`src/rtl/mig_ctrl_model_init_seq.sv`:
```
// Reset synchroniser and calibration delay counter for the MIG model.
module mig_init_seq #(
    parameter int INIT_CYCLES = 40,
    parameter int CNT_W       = 6
) (
    input  logic clk,
    input  logic rst,
    output logic ui_clk_sync_rst,
    output logic init_calib_complete
);

    logic [1:0]       sync_q, sync_d;
    logic [CNT_W-1:0] cnt_q, cnt_d;
    logic             done_q, done_d;

    assign ui_clk_sync_rst     = ~sync_q[1];
    assign init_calib_complete = done_q;

    // Shift a one through the synchroniser, then count out the calibration delay.
    always_comb begin
        sync_d = {sync_q[0], 1'b1};
        cnt_d  = cnt_q;
        done_d = done_q;
        if (!ui_clk_sync_rst && !done_q) begin
            if (cnt_q == CNT_W'(INIT_CYCLES - 1)) begin
                done_d = 1'b1;
            end else begin
                cnt_d = cnt_q + CNT_W'(1);
            end
        end
    end

    // State registers; asynchronous assertion, synchronous release via sync_q.
    always_ff @(posedge clk or negedge rst) begin
        if (!rst) begin
            sync_q <= 2'b00;
            cnt_q  <= '0;
            done_q <= 1'b0;
        end else begin
            sync_q <= sync_d;
            cnt_q  <= cnt_d;
            done_q <= done_d;
        end
    end

endmodule

```
`config.mk`:
```
export PLATFORM = sky130hd
export DESIGN_NAME = mig_init_seq
export DESIGN_NICKNAME = d
export VERILOG_FILES = /design/src/rtl/mig_ctrl_model_init_seq.sv
export SDC_FILE = /design/constraint.sdc
export NUM_CORES = 1
export LEC_CHECK = 0
export BUFFER_PORTS_ARGS = -buffer_cell sky130_fd_sc_hd__buf_4
export CORE_AREA = 2 2 39 41
export CTS_BUF_LIST = sky130_fd_sc_hd__clkbuf_16
export CTS_CLUSTER_SIZE = 25
export DETAILED_ROUTE_END_ITERATION = 7
export DIE_AREA = 0 0 41 43
export PLACE_DENSITY = 0.43
export RECOVER_POWER = 100
export SLEW_MARGIN = 10
export SYNTH_ARGS = -nofsm -noshare
export SYNTH_HDL_FRONTEND = slang
export SYNTH_SLANG_ARGS = --single-unit
```
`constraint.sdc`:
```
create_clock -name clk -period 2.8 [get_ports clk]
set_clock_uncertainty 0.05 [all_clocks]
set_input_delay 0.42 -clock clk [delete_from_list [all_inputs] [get_ports clk]]
set_output_delay 0.42 -clock clk [all_outputs]
set_load 0.005 [all_outputs]
```
Word-level counts from Yosys, hierarchy flattened --
Cells that the tools add are included.
Word-level totals: register bits after elaboration 9, bits of input ports 2, logic and storage cells 11
Cells by class: reductions and logical operators 4, equal/unequal tests 1, add/subtract/negate cells 1, bitwise operators 2
Operators by type and width (count):
- 6-bit by 1-bit adder with 6-bit output, second input constant | 1
- 6-bit == test, second input constant | 1
- 2-bit AND reduction | 2
- 1-bit inverter | 2
- 1-bit logical AND | 1
- 1-bit logical NOT | 1

Longest topological paths before layout --
Gate-level depths: netlist of the first run.
word-level depth 3, depth in mapped cells 4

Least setup slack after synthesis of the first run --
OpenSTA, ideal clock, no wires.
kind reg-to-reg, start point register cnt_q[0], end point register cnt_q[1], library setup time 125 ps, path slack 1472 ps, period minus slack after synthesis 1328 ps, arrival time 1153 ps, stages on the path, launching flop included 4, data required time 2625 ps, buffers on the path 0, cells stage by stage dfrtp_1 > ha_1 > a31o_4 > mux2_4
Between the ends: longest elaborated chain between the ends 3, elaborated cells between the ends (all ways) 4
RTL lines:
- start: declaration | RTL line 13 | logic [CNT_W-1:0] cnt_q, cnt_d;
- start signal: assignment | RTL line 41 | cnt_q <= cnt_d;
- parallel branches: the longest is 3 deep, another holds 6-bit by 1-bit adder with 6-bit output
Parallel ways; which one is timed is not known. A chain may end at the register's enable or synchronous reset.

Worst setup path after layout of the first run --
Same ends and word-level chain as after synthesis.

==> impl_metrics.py, run 1 <==
metrics = {
    "logic_synthesis": {
        "ys_ff_latch": 9,
        "syn_area_um2": 410,
        "synthTopCellsByArea": "dfrtp_1 (55%), a31o_4 (4.3%), xnor2_1 (4.3%)",
        "ys_seq_area_share_pct": 54.9,
        "synth_edf_count": 0,
        "synth_top_cell_area_share_pct": 54.9,
        "yosysUniqueCellTypes": 21,
        "synth_top_area_cell": "dfrtp_1",
        "async_flop_share_pct": 100,
        "synthFlopType": "dfrtp_1",
        "syn_avg_cell_area_um2": 12.4,
        "synth.net_count": 36,
        "synthCells": 33,
        "yosysWarnings": 0,
    },
    "worst_setup_path": {
        "worst-path-max-fanout": 5,
        "worst_ep_required_time_ns": 2.86,
        "startpoint_type": "register",
        "reg2reg_slack_ns": 1.40,
        "worstSetupEndpointType": "register",
        "crit_type": "register to register",
        "cp.arrival_ns": 1.46,
        "reg2reg_depth": 3,
        "r2r-end": "cnt_q[1]",
        "r2r_start": "cnt_q[0]",
    },
    "timing": {
        "tns_ns": 0,
        "hold_viol_final": 0,
        "timing.fmax_ghz": 0.717,
        "finalCritPeriodShare_pct": 49.8,
        "drv_slew": 0,
        "fin_crit_ns": 1.40,
        "report.final.setup_viol": 0,
        "grt_setup_unrepaired": "no",
    },
    "floorplan": {
        "initial_core_util_pct": 29.7,
        "io_pins": 4,
        "coreArea_um2": 1380,
        "core.rowCount": 14,
        "die_w_um": 41,
        "dieArea_um2": 1760,
        "fp.dieH_um": 43,
    },
    "cts": {
        "clkTransAtPathRegs_ns": 0.04,
        "postCtsSetupRepairBufs": 0,
        "htree_num_levels": 1,
        "post_cts_resize_count": 0,
        "clockBufferDepth": 2,
        "clock_sinks": 9,
        "clock-root-buffer": "clkbuf_16",
        "clock_latency_ns": 0.23,
        "cts_buffers": 3,
        "cts_tree": "yes",
    },
    "global_routing": {
        "grt_overflow_total": 0,
        "grt_max_degree": 10,
        "grt_pass1_vias": 264,
        "grt_pass1_wl_um": 1060,
        "antenna_found_initial": 0,
        "grt_util_all_layers_pct": 9.63,
    },
    "routing": {
        "vias": 255,
        "drt-pass1-iter-count": 5,
        "drt_iter0_drc": 2,
        "vias_per_cell": 4.47,
        "drcViolationCount": 0,
        "wl_um": 614,
        "drtAntennaViolNets": 0,
        "wl_met3_um": 42,
        "drt-met1-wl_um": 289,
        "wl_per_cell_um": 10.8,
        "routed.top_layer": "met3",
        "met2_wirelength_um": 282,
    },
    "place": {
        "port_buffers": 3,
        "gp_congestion": 0.794,
    },
    "min_path": {
        "min_delay_path_depth": 0,
        "min_to": "sync_q[1]",
        "hp-start": "sync_q[0]",
        "hold_path.class": "register to register",
    },
    "pwr": {
        "peakVddDrop_mv": 0.458,
        "power.leakage_nw": 0.244,
        "power_density_nw_per_um2": 1140,
    },
    "outcome": {
        "status": "finished clean",
    },
    "job": {
        "max-cap-violations": 0,
    },
    "final_layout": {
        "post-route-util_pct": 38.1,
        "synthToLayoutAreaGrowth_pct": 28.4,
        "fin_nets": 45,
        "antenna_cells": 0,
        "drive_gt1_share_pct": 22.0,
    },
}
-- critical path, cell delays in order, from the launching register on --
cell     delay (ns)
dfrtp_1        0.40
ha_1           0.27
a31o_4         0.25
mux2_1         0.30
-- timing repair --
action	4_1_cts	5_1_grt
hold endpoints to repair	9	0
hold buffers	1	0
setup endpoints to repair	0	0
-- stage by stage --
stage	hold slack, ns	setup WS (ns)	instance area [um2]	total power, mW	std cells
floorplan	0.0744	1.47	410	0.336	33
global placement	0.198	1.43	453	0.370	52
detailed placement	0.202	1.43	453	0.375	52
CTS	0.301	1.42	542	0.624	57
global route	0.303	1.34	527	0.640	57
finish	0.298	1.40	527	0.599	57
-- per-layer routing --
metal / vias up / track usage, %
li1: 131 / -
met1: 118 / 11.3
met2: 6 / 12.5
met3: 0 / 7.85
met4: 0 / 4.00
met5: - / 0
-- cells in the mapped netlist (2+ instances only) --
library cell and count:
o21ai_0 2, xnor2_1 2, dfrtp_1 9, nand3_1 3
-- cells by family (layout without fill, tap and decap cells) --
| logic type | Yosys count | after routing | synth area share (%) |
|---|---|---|---|
| compound gates | 6 | 6 | 11.3 |
| xor+xnor | 3 | 3 | 6.40 |
| fa+ha+maj | 1 | 1 | 3.05 |
| buf+inv | 1 | 9 | 0.914 |
| flops | 9 | 9 | 54.9 |
| mux | 1 | 1 | 3.66 |
| other cells | 1 | 1 | 0.914 |
| simple gates | 11 | 11 | 18.9 |
-- worst max-delay path by stage --
stage                     depth (start not counted)      from       end  slack [ns]
final                                             3  cnt_q[0]  cnt_q[1]        1.40
after global routing                              3  cnt_q[0]  cnt_q[1]        1.34
after floorplan                                   3  cnt_q[0]  cnt_q[1]        1.47
after CTS                                         3  cnt_q[0]  cnt_q[1]        1.42
after global placement                            3  cnt_q[0]  cnt_q[1]        1.43
after detailed placement                          3  cnt_q[0]  cnt_q[1]        1.43
-- final cells by class --
class	count	area [um2]
fill	131	857
clock buffer	3	75.1
inverter	1	3.75
timing repair buffer	4	28.8
sequential	9	225
tap	16	20.0
clock inverter	1	3.75
multi-input combinational	23	170
-- flip-flops by register name (all words and copies together) (netlist names) --
signal / count
cnt_q: 6
sync_q: 2
init_calib_complete: 1
-- placed cells by master, fill, tap and decap left out --
| master | n |
|---|---|
| mux2_1 | 1 |
| a21o_1 | 1 |
| or3_1 | 1 |
| clkbuf_1 | 1 |
| o21ai_0 | 2 |
| nor3_1 | 1 |
| nand2b_1 | 1 |
| a21oi_1 | 1 |
| nor3b_2 | 1 |
| a31o_4 | 1 |
| inv_1 | 2 |
| and2_2 | 1 |
| nand3_1 | 3 |
| nand2_1 | 1 |
| a31oi_1 | 1 |
| dlygate4sd3_1 | 1 |
| ha_1 | 1 |
| clkbuf_16 | 3 |
| nor2b_1 | 1 |
| conb_1 | 1 |
| and3_2 | 1 |
| xnor2_1 | 2 |
| dfrtp_1 | 9 |
| clkbuf_4 | 2 |
| xor2_1 | 1 |
-- power by group --
part           internal (mW)  total (mW)  switching [mW]  leakage (nW)
Clock                  0.186       0.242          0.0563        0.0423
Sequential             0.179       0.226          0.0472         0.109
Combinational         0.0697       0.131          0.0609        0.0926
Total                  0.434       0.599           0.164         0.244
(Power assumes the default switching activity.)
==> run 2: changes to the inputs <==
==> constraint.sdc (replaced) <==
create_clock -name clk -period 1.3 [get_ports clk]
set_clock_uncertainty 0.05 [all_clocks]
set_input_delay 0.195 -clock clk [delete_from_list [all_inputs] [get_ports clk]]
set_output_delay 0.195 -clock clk [all_outputs]
set_load 0.005 [all_outputs]
==> run 2 against run 1 <==
Net effect: combinational power grew to 3.7 times the previous value; utilization grew 4.6 points; cell area is 12% higher; clock power up 120%; worst setup slack worse by 1.4 ns; final cell count grew 14%; via count up 12%; sequential power grew 100%; critical path type unchanged; critical endpoint unchanged; largest power group unchanged.
==> impl_metrics.py, run 2 (same netlist as run 1, synthesis figures left out) <==
metrics = {
    "floorplan": {
        "coreArea_um2": 1380,
        "core.rowCount": 14,
        "dieArea_um2": 1760,
        "initial_core_util_pct": 29.7,
        "die_w_um": 41,
        "fp.dieH_um": 43,
        "io_pins": 4,
    },
    "routing": {
        "drt_iter0_drc": 4,
        "vias_per_cell": 4.40,
        "wl_um": 731,
        "vias": 286,
        "wl_per_cell_um": 11.2,
        "drtAntennaViolNets": 0,
        "drcViolationCount": 0,
        "drt-pass1-iter-count": 2,
    },
    "final_layout": {
        "drive_gt1_share_pct": 34.7,
        "layout_common_cells": "dfrtp_1 (9), buf_4 (7), nand3_1 (3), clkbuf_16 (3), clkbuf_1 (3)",
        "fin_cells": 65,
        "fillers": 134,
        "final_common_cell": "dfrtp_1",
        "multi_input_area_um2": 181,
        "fin_nets": 53,
        "post-route-util_pct": 42.7,
        "seq_area_um2": 225,
        "max_flop_register": "cnt_q",
        "antenna_cells": 0,
        "largest_reg_flops": 6,
        "synthToLayoutAreaGrowth_pct": 43.9,
        "fin_area_um2": 591,
    },
    "worst_setup_path": {
        "worst-path-max-fanout": 2,
        "critPathMaxStageDelay_ns": 0.37,
        "cp.arrival_ns": 1.37,
        "critPathSlowestCell": "dfrtp_1",
        "crit_buf_inv": 0,
        "startpoint_type": "register",
        "cpLargestDelayFamily": "flip-flops",
        "crit_type": "register to register",
        "crit_chain": "ha_1 > a31o_4 > mux2_4",
        "worst_ep_required_time_ns": 1.37,
        "worstSetupEndpointType": "register",
    },
    "timing": {
        "hold_viol_final": 0,
        "report.final.setup_viol": 0,
        "grt_setup_unrepaired": "yes",
        "fin_crit_ns": 1.30,
        "worstMarginPinSlew_ns": 0.503,
        "timing.fmax_ghz": 0.770,
        "drv_slew": 0,
        "timing.slew.headroom_pct": 66.5,
        "finalCritPeriodShare_pct": 99.9,
    },
    "min_path": {
        "hold_path.class": "register to register",
    },
    "place": {
        "dpl_cell_area_um2": 500,
        "dp.cells": 58,
        "gp_congestion": 0.749,
        "port_buffers": 3,
        "place_hpwl_um": 556,
    },
    "global_routing": {
        "grt_overflow_total": 0,
        "grt_max_degree": 10,
        "antenna_found_initial": 0,
        "grt_pass1_wl_um": 1210,
        "grt_pass1_vias": 285,
        "grt_util_all_layers_pct": 11.7,
    },
    "pwr": {
        "power.leakage_nw": 0.282,
        "peakVddDrop_mv": 0.857,
        "power_density_nw_per_um2": 2490,
    },
    "job": {
        "max-cap-violations": 0,
    },
    "cts": {
        "cts_tree": "yes",
        "clock-root-buffer": "clkbuf_16",
        "clock_sinks": 9,
        "clkTransAtPathRegs_ns": 0.04,
        "cts_buffers": 3,
        "clock_latency_ns": 0.24,
        "clockBufferDepth": 2,
        "htree_num_levels": 1,
    },
    "outcome": {
        "status": "finished clean",
    },
}
[run 2: changes by cell type in the layout (fill, tap and decap cells not counted), sizes merged]
cell,change
buf,+7
clkbuf,+1
[run 2: worst paths after layout]
kind                       slack, ns  cells past startpoint       from   endpoint
hold / removal                  0.30                      0  sync_q[0]  sync_q[1]
min in group asynchronous       0.38                      2        rst   cnt_q[0]
setup reg to reg               0.001                      3   cnt_q[0]   cnt_q[1]
hold reg to reg                 0.30                      0  sync_q[0]  sync_q[1]
setup / recovery               0.001                      3   cnt_q[0]   cnt_q[1]
max in group asynchronous       0.48                      2        rst   cnt_q[4]
[run 2: layout make-up]
cell class                      count  share of cell area [%]
Timing Repair Buffer               12                    13.8
Clock inverter                      1                   0.636
Multi-Input combinational cell     23                    30.7
Clock buffer                        3                    12.7
Sequential cell                     9                    38.1
Inverter                            1                   0.636
Tap cell                           16                    3.39
[run 2: per-layer routing]
layer | routed length (um) | track usage (%) | vias up | share of wire (%)
met5 | 0 | 0 | - | 0
met4 | 27 | 12.0 | 0 | 3.7
met3 | 32 | 6.28 | 2 | 4.4
met2 | 325 | 13.8 | 5 | 44
met1 | 346 | 13.6 | 132 | 47
li1 | - | - | 147 | -
[run 2: power breakdown]
group	total, mW	switching (mW)	internal [mW]
Sequential	0.452	0.0674	0.384
Combinational	0.484	0.195	0.289
Clock	0.536	0.134	0.402
Total	1.47	0.397	1.07
[run 2: through the flow]
stage          hold slack (ns)  worst slack [ns]  TNS (ns)  total power [mW]
2_1_floorplan           -0.151            0.0150         0             0.730
3_3_place_gp           -0.0253            0.0298         0             0.922
3_5_place_dp           -0.0233            0.0189         0             0.941
4_1_cts                  0.272            0.0151         0              1.49
5_1_grt                  0.312           -0.0484   -0.0999              1.57
6_report                 0.305           0.00127         0              1.47
[run 2: what timing repair did]
action / in CTS / in global routing
hold endpoints to repair: 9 / 0
resized for setup: 0 / 0
setup buffers: 0 / 2
setup endpoints to repair: 0 / 2
hold buffers: 1 / 0
[run 2: worst reg2reg max path: cells and delay by family, from the launching register on]
| kind | cells | cell delay [ns] |
|---|---|---|
| compound gates | 1 | 0.25 |
| fa+ha+maj | 1 | 0.23 |
| mux | 1 | 0.28 |
| flops | 1 | 0.37 |
==> run 3: changes to the inputs <==
--- a/config.mk
+++ b/config.mk
@@ -7,7 +7,6 @@
 export LEC_CHECK = 0
 export BUFFER_PORTS_ARGS = -buffer_cell sky130_fd_sc_hd__buf_4
 export CORE_AREA = 2 2 39 41
-export CTS_BUF_LIST = sky130_fd_sc_hd__clkbuf_16
 export CTS_CLUSTER_SIZE = 25
 export DETAILED_ROUTE_END_ITERATION = 7
 export DIE_AREA = 0 0 41 43
==> run 3 against run 2 <==
Net effect: the run now ends with negative setup slack left; clock-buffer cell count grew 1; register-to-register slack is essentially flat; sequential power is essentially flat; total power shrank 21%; utilization shrank 3.5 points; flip-flop and latch count is the same; global-route usage shrank 0.61 points; worst setup slack lost 0.0048 ns; critical path type unchanged; largest power group is now combinational cells.
==> impl_metrics.py, run 3 (same netlist as run 1, synthesis figures left out) <==
metrics = {
    "cts": {
        "htree_num_levels": 1,
        "cts_tree": "yes",
        "clkTransAtPathRegs_ns": 0.06,
        "cts_buffers": 3,
        "clock_sinks": 9,
        "post_cts_resize_count": 0,
        "clock_latency_ns": 0.26,
        "clockBufferDepth": 2,
        "clock-root-buffer": "clkbuf_4",
    },
    "global_routing": {
        "grt_pass1_wl_um": 1190,
        "grt_max_degree": 10,
        "grt_overflow_total": 0,
        "antenna_found_initial": 0,
        "grt_pass1_vias": 286,
        "grt_util_all_layers_pct": 11.1,
    },
    "routing": {
        "routed.top_layer": "met4",
        "met2_wirelength_um": 315,
        "wl_um": 715,
        "drtAntennaViolNets": 0,
        "drt-met1-wl_um": 350,
        "vias": 288,
        "drt_iter0_drc": 1,
        "drcViolationCount": 0,
        "vias_per_cell": 4.43,
        "wl_per_cell_um": 11.0,
        "wl_met3_um": 25,
        "drt-pass1-iter-count": 2,
    },
    "final_layout": {
        "fin_area_um2": 542,
        "antenna_cells": 0,
        "final_common_cell": "dfrtp_1",
        "largest_reg_flops": 6,
        "drive_gt1_share_pct": 36.7,
        "layout_common_cells": "dfrtp_1 (9), buf_4 (7), clkbuf_4 (5)",
        "fillers": 139,
        "max_flop_register": "cnt_q",
        "fin_nets": 53,
        "synthToLayoutAreaGrowth_pct": 32.0,
        "fin_cells": 65,
    },
    "floorplan": {
        "initial_core_util_pct": 29.7,
        "die_w_um": 41,
        "fp.dieH_um": 43,
        "dieArea_um2": 1760,
        "io_pins": 4,
        "core.rowCount": 14,
        "coreArea_um2": 1380,
    },
    "pwr": {
        "power_mw": 1.16,
        "power.leakage_nw": 0.258,
        "power_density_nw_per_um2": 2150,
        "peakVddDrop_mv": 0.631,
    },
    "outcome": {
        "violations": "negative setup slack",
        "status": "finished, violations left",
    },
    "job": {
        "max-cap-violations": 0,
    },
    "worst_setup_path": {
        "reg2reg_depth": 3,
        "worst-path-max-fanout": 2,
        "critPathMaxStageDelay_ns": 0.38,
        "cp.arrival_ns": 1.40,
        "crit_buf_inv": 0,
        "worstSetupEndpointType": "register",
        "cp.depth": 3,
        "worst_ep_required_time_ns": 1.40,
        "crit_type": "register to register",
        "startpoint_type": "register",
        "crit_chain": "ha_1 > a31o_4 > mux2_4",
        "critPathSlowestCell": "dfrtp_1",
        "cpLargestDelayFamily": "flip-flops",
    },
    "place": {
        "gp_congestion": 0.749,
        "dp.cells": 58,
        "dpl_cell_area_um2": 500,
        "place_hpwl_um": 556,
        "port_buffers": 3,
    },
    "min_path": {
        "min_delay_path_depth": 0,
        "hold_path.class": "register to register",
    },
    "timing": {
        "hold_viol_final": 0,
        "finalCritPeriodShare_pct": 100,
        "grt_setup_unrepaired": "yes",
        "drv_slew": 0,
        "fin_crit_ns": 1.30,
        "tns_ns": -0.00350,
        "timing.fmax_ghz": 0.767,
        "report.final.setup_viol": 1,
        "post-route-worst-setup-slack_ns": -0.00350,
    },
}
-- run 3: metrics by stage --
stage / hold slack [ns] / worst slack (ns) / utilization, %
2_1_floorplan: -0.151 / 0.0150 / -
3_3_place_gp: -0.0253 / 0.0298 / 36.2
3_5_place_dp: -0.0233 / 0.0189 / 36.2
4_1_cts: 0.237 / 0.0125 / 38.8
5_1_grt: 0.319 / -0.0466 / 39.2
6_report: 0.310 / -0.00350 / 39.2
-- run 3: area by class of cell --
| type | instances | area, um2 | share of cell area [%] |
|---|---|---|---|
| Tap cell | 16 | 20.0 | 3.70 |
| Timing Repair Buffer | 12 | 85.1 | 15.7 |
| Sequential cell | 9 | 225 | 41.6 |
| Inverter | 1 | 3.75 | 0.693 |
| Multi-Input combinational cell | 23 | 181 | 33.5 |
| Clock buffer | 4 | 26.3 | 4.85 |
-- run 3: repair_timing --
| action | CTS | global route |
|---|---|---|
| setup buffers | 0 | 2 |
| hold endpoints to repair | 9 | 0 |
| endpoints found under the setup margin | 0 | 3 |
| hold buffers | 1 | 0 |
-- run 3: report_power, final --
part           total (mW)  switching (mW)  internal [mW]
combinational       0.496           0.197          0.300
clock               0.217          0.0989          0.118
sequential          0.451          0.0680          0.383
total                1.16           0.364          0.801
-- run 3: worst reg2reg max path, stage by stage (launching register included) --
cell and delay (ns):
dfrtp_1 0.38, ha_1 0.23, a31o_4 0.25, mux2_4 0.28
-- run 3: per-layer routing --
metal | global-route usage, % | vias to the layer above
met5 | 0 | -
met1 | 13.6 | 133
met4 | 10.0 | 0
li1 | - | 147
met2 | 13.8 | 4
met3 | 4.71 | 4
-- run 3: final timing paths --
path	startpoint	endpoint	slack, ns
min in group asynchronous	rst	cnt_q[0]	0.35
worst max-delay path	cnt_q[1]	cnt_q[1]	-0.003
worst min-delay path	sync_q[0]	sync_q[1]	0.31
worst max register to register	cnt_q[1]	cnt_q[1]	-0.003
max in group asynchronous	rst	sync_q[0]	0.52
worst min register to register	sync_q[0]	sync_q[1]	0.31
